## config.mk

```make
export PLATFORM = sky130hd
export DESIGN_NAME = multicycle_adder
export DESIGN_NICKNAME = d
export VERILOG_FILES = /design/src/rtl/multicycle_adder.sv
export SDC_FILE = /design/constraint.sdc
export NUM_CORES = 1
export LEC_CHECK = 0
export BUFFER_PORTS_ARGS = -buffer_cell sky130_fd_sc_hd__clkbuf_2
export CORE_MARGIN = 5
export CORE_UTILIZATION = 40
export CTS_BUF_LIST = sky130_fd_sc_hd__clkbuf_4
export CTS_CLUSTER_DIAMETER = 120
export DETAILED_ROUTE_END_ITERATION = 16
export PLACE_DENSITY_LB_ADDON = 0.15
export SLEW_MARGIN = 20
export SYNTH_ARGS = -nofsm -noshare
export SYNTH_HDL_FRONTEND = slang
export SYNTH_SLANG_ARGS = --single-unit
```

## constraint.sdc

```tcl
create_clock -name clk -period 6.16 [get_ports clk]
set_input_delay 0.924 -clock clk [delete_from_list [all_inputs] [get_ports clk]]
set_output_delay 0.924 -clock clk [all_outputs]
set_load 0.03 [all_outputs]
```

## src/rtl/multicycle_adder.sv

```systemverilog
// multicycle_adder: WIDTH-bit add/subtract evaluated CHUNK bits per clock with a registered inter-chunk carry
// Ports:
//   clk, reset            rising-edge clock, asynchronous active-high reset
//   in_valid/in_ready     operand handshake; in_ready is high only in IDLE
//   A, B, Cin, Sub        operands; Sub=1 computes A-B-Cin (Cin acts as borrow-in)
//   out_valid/out_ready   result handshake; result held until accepted
//   Sum, Cout, Overflow   registered result, carry out (1 = no borrow when subtracting), signed overflow
//   busy                  high while an operation is running or waiting to be accepted
module multicycle_adder #(
    parameter int WIDTH = 32,
    parameter int CHUNK = 8
) (
    input  logic             clk,
    input  logic             reset,
    input  logic             in_valid,
    output logic             in_ready,
    input  logic [WIDTH-1:0] A,
    input  logic [WIDTH-1:0] B,
    input  logic             Cin,
    input  logic             Sub,
    output logic             out_valid,
    input  logic             out_ready,
    output logic [WIDTH-1:0] Sum,
    output logic             Cout,
    output logic             Overflow,
    output logic             busy
);
    localparam int NCHUNK = WIDTH / CHUNK;
    localparam int KW = NCHUNK > 1 ? $clog2(NCHUNK) : 1;
    typedef enum logic [1:0] {IDLE, RUN, DONE} state_t;
    state_t           state;
    logic [WIDTH-1:0] opa, opb, acc, acc_n;
    logic [KW-1:0]    k;
    logic             carry, last, cmsb;
    logic [CHUNK-1:0] ca, cb;
    logic [CHUNK:0]   part;
    int               idx;

    assign in_ready = state == IDLE;
    assign busy     = state != IDLE;
    assign last     = k == KW'(NCHUNK - 1);

    // The carry into the top bit of a chunk is recovered from its sum bit: s = a ^ b ^ cin.
    always_comb begin
        idx = int'(k) * CHUNK;
        ca = opa[idx +: CHUNK];
        cb = opb[idx +: CHUNK];
        part = {1'b0, ca} + {1'b0, cb} + {{CHUNK{1'b0}}, carry};
        cmsb = ca[CHUNK-1] ^ cb[CHUNK-1] ^ part[CHUNK-1];
        acc_n = acc;
        acc_n[idx +: CHUNK] = part[CHUNK-1:0];
    end

    // Subtraction is A + ~B + 1 - Cin, so the initial carry is Cin ^ Sub.
    always_ff @(posedge clk or posedge reset) begin
        if (reset) begin
            state     <= IDLE;
            k         <= '0;
            carry     <= 1'b0;
            opa       <= '0;
            opb       <= '0;
            acc       <= '0;
            Sum       <= '0;
            Cout      <= 1'b0;
            Overflow  <= 1'b0;
            out_valid <= 1'b0;
        end else begin
            case (state)
                IDLE: if (in_valid) begin
                    opa   <= A;
                    opb   <= Sub ? ~B : B;
                    carry <= Cin ^ Sub;
                    k     <= '0;
                    state <= RUN;
                end
                RUN: begin
                    acc   <= acc_n;
                    carry <= part[CHUNK];
                    if (last) begin
                        Sum       <= acc_n;
                        Cout      <= part[CHUNK];
                        Overflow  <= part[CHUNK] ^ cmsb;
                        out_valid <= 1'b1;
                        state     <= DONE;
                    end else begin
                        k <= k + 1'b1;
                    end
                end
                DONE: if (out_ready) begin
                    out_valid <= 1'b0;
                    state     <= IDLE;
                end
                default: state <= IDLE;
            endcase
        end
    end
endmodule

```

==> results.md <==
- Library cells used by synthesis: 47
- Buffers added on ports: roughly 110
- Total Wirelength: around 16000 um
- CTS buffer count: 17
- Via-to-Cell Ratio: ~5
- Standard-cell rows: 46
- Total DRC errors in the routed layout: 0
- Number of optimization iterations in the first detailed-route pass: 4
- Share of the clock period used by the worst path: 57.00%
- Post-DP Area: ~7100 sq um
- Portion of the post-synthesis area used by sequential elements: between 50% and 60%
- Final WS setup: between 2 and 3 ns
- Syn avg cell area: around 10 sq um
- Setup Fix Bufs, Post-CTS: 0
- Post-DP HPWL: between 10000 and 15000 um
- 1st-iter DRT viols: 202
- Number of global-route vias before repair: between 5k and 6k
- Setup Viol. Count Final: 0
- Metal3 WL: between 700 and 800 um
- Number of synthesized flops with an enable pin: 0
- Post-cts repair resize count: 0
- Power spent charging and discharging nets: approximately 2300 uW
- Global-route usage over all layers: 17.80%
- Number of hold violations in the final report: 0
- Clock tree from TritonCTS: done
- RSZ-0062 raised after global routing: no
- Critical Path AT: roughly 4 ns
- Switching power share of the total: between 40 and 50%
- Number of fillers in the final layout: between 1.5k and 2k
- Final Instance Area: ~7400 sq um
- Proportion of power drawn by flip-flops and latches: roughly 32%
- Cell internal power dissipation: around 2400 uW
- Yosys warnings: 0
- Headroom to the max-slew limit: 29.28%
- Leak Pwr: 0.003546 uW
- Required @ worst endpoint: around 6.7 ns
- P&R area growth vs syn: 14.98%
- Initial Utilization: 40.74%
- Global-route wire length before repair: 26040 um
- Count of mapped cells out of synthesis: roughly 630
- Buffer levels on the longest clock path: 2
- Mean routed wirelength per cell: approximately 16 um
- Clock transition at the registers of the reported paths: about 0.12 ns
- Leading register cell type out of synthesis: dfrtp_1
- CTS H-Tree Depth: 4
- Hold-fix buffers at CTS: 0
- Type of element capturing the critical path: flip-flop
- Synth top area cells: dfrtp_1 (53%), nand2_1 (10%), mux4_2 (5.6%)
- Vert. Die Dim: ~140 um
- Via total after detailed routing: around 4.8k
- Die boundary width: roughly 140 um
- Max-capacitance violation count: 0
- Final core utilization: about 47%
- Worst min-delay path class: in2async
- Post-Route M1 WL: 7198 um
- Setup slack after placement: ~2.6 ns
- Clock Power Share: between 10% and 20%
- Share of flip-flops with an asynchronous set or reset: 100.0%
- Peak VDD IR: between 0.0003 and 0.0004 V
- Worst-path fanout max: 16
- Startpoint kind of the worst setup timing path: flip-flop
- WL met2: 7558 um
- Clock root buffer: clkbuf_4
- Total power consumption of the routed design: ~4700 uW
- Cell area after synthesis: between 6000 and 7000 sq um
- Core Footprint: 15830 sq um
- I/O pin cnt: around 110
- Max Used Layer: met4
- Final number of max-transition violations: 0
- Fin nets: between 800 and 900
- Area share of the largest cell type after synthesis: ~53%
- Post-route ant nets: 0
- Diode count: 0
- Total grt overflow: 0
- Number of antenna violations at the first check in global routing: 0
- F_max: approximately 0.28 GHz
- Combinational group share of total power: between 50% and 60%
- Minimum clock period: roughly 3.5 ns
- Category of the most critical setup path: reg2reg
- Clock net sink count: between 100 and 150
- Pwr Density: ~630 nW/um^2
- Accumulated negative setup slack: 0 ns
- Maximum number of pins on one net before global-route repair: 85
- Fraction of layout instances using a drive strength above 1: around a quarter
- Final weighted congestion in routability-driven placement: between 0.8 and 0.9
- Setup skew after layout: approximately 0.011 ns
- Die Outline Area: around 19000 sq um
- Synthesis-stage register bit count: between 100 and 150
- Cell taking the most area after synthesis: dfrtp_1
- Clock Latency Late Sink: roughly 0.55 ns
- Syn_nets: approximately 720
- Worst Tran Pin Value: ~1.1 ns
- Run status: finished clean
-- worst paths after layout --
path                                          start                  end  slack [ns]  cells after the start
worst max-delay path               k[0]$_DFFE_PP0P_  Sum[12]$_DFFE_PP0P_        2.65                     10
worst min-delay path                          reset  opa[15]$_DFFE_PP0P_        0.48                      2
worst max register to register     k[0]$_DFFE_PP0P_  Sum[12]$_DFFE_PP0P_        2.65                     10
worst min register to register  opa[18]$_DFFE_PP0P_  opa[18]$_DFFE_PP0P_        0.48                      2
max in group asynchronous                     reset  Sum[26]$_DFFE_PP0P_        4.51                      3
min in group clk                opa[18]$_DFFE_PP0P_  opa[18]$_DFFE_PP0P_        0.48                      2
-- Yosys cell counts (2+ instances only) --
library cell / n
fa_1: 2
dfrtp_1: 136
buf_1: 2
nand3_1: 2
o21ai_0: 54
mux4_2: 16
and2_1: 5
nand2_1: 172
nand2b_1: 2
buf_4: 3
a211oi_2: 2
a221oi_1: 19
inv_1: 13
a31o_2: 4
nor2_1: 46
buf_2: 9
a22o_1: 20
a21oi_1: 13
clkinv_1: 2
xnor2_1: 37
and3_1: 6
clkbuf_1: 18
nor3_2: 2
ha_1: 13
o21ai_1: 10
nor3b_1: 2
-- cell families after synthesis --
kind of cell,after synthesis,share of synthesized area [%]
buffers and inverters,47,3.085
muxes,16,5.588
AOI/OAI and AO/OA,131,13.56
and+or+nand+nor,247,16.43
xor gates and xnor gates,39,5.413
adders and majority gates,15,3.143
DFF,136,52.77
-- worst max-delay path: stages, from the launching register on --
cell,delay [ns]
dfrtp_1,0.55
buf_4,0.38
mux4_2,0.57
fa_1,0.46
inv_1,0.10
fa_1,0.20
nand2b_1,0.15
a21oi_1,0.11
xnor2_1,0.62
a221oi_1,0.18
nor2_1,0.13
-- area by class of cell --
class,count,area [sq um],share of cell area (%)
clock buffer,17,127.6,1.721
clock inverter,15,135.1,1.822
inverter,15,61.31,0.8269
multi-input combinational,448,2849,38.42
sequential,136,3403,45.90
tap,216,270.3,3.645
timing repair buffer,111,568.0,7.661
-- registers in the layout, summed over array words and instances (netlist names) --
| register | cells |
|---|---|
| Sum | 32 |
| state | 2 |
| acc | 32 |
| Cout | 1 |
| Overflow | 1 |
| k | 2 |
| carry | 1 |
| out_valid | 1 |
| opa | 32 |
| opb | 32 |
-- per-stage QoR --
step | hold WS [ns] | instances
after detailed placement | 0.4606 | 926
after floorplan | 0.4403 | 631
after global placement | 0.4533 | 926
after CTS | 0.4870 | 958
after global routing | 0.5075 | 958
final | 0.4754 | 958
-- cell usage in the layout (no fill, tap or decap), drive strengths merged, types with 4 or more instances in the layout --
master    Yosys  final
nand2       173    173
ha           13     13
o21ai        64     64
dfrtp       136    136
a22o         20     20
xnor2        38     38
nor2         46     46
clkbuf       18    123
a221oi       19     19
buf          14      5
inv          13     14
and3          6      6
a31o          4      4
a21oi        14     14
clkinvlp      0      4
mux4         16     16
and2          5      5
clkinv        2     10
-- routing by layer --
| layer | GRT usage, % | vias to the layer above |
|---|---|---|
| met5 | 0 | - |
| met4 | 5.931 | 0 |
| met3 | 4.154 | 16 |
| met2 | 28.64 | 100 |
| met1 | 23.79 | 2303 |
| li1 | - | 2358 |
-- power groups by stage --
stage | registers, uW | clock network [uW] | logic, uW
floorplan | 1640 | 0 | 1690
global placement | 1530 | 0 | 2560
detailed placement | 1540 | 0 | 2610
CTS | 1520 | 577 | 2620
global route | 1560 | 611 | 2870
finish | 1520 | 562 | 2600
(Power assumes the default switching activity.)
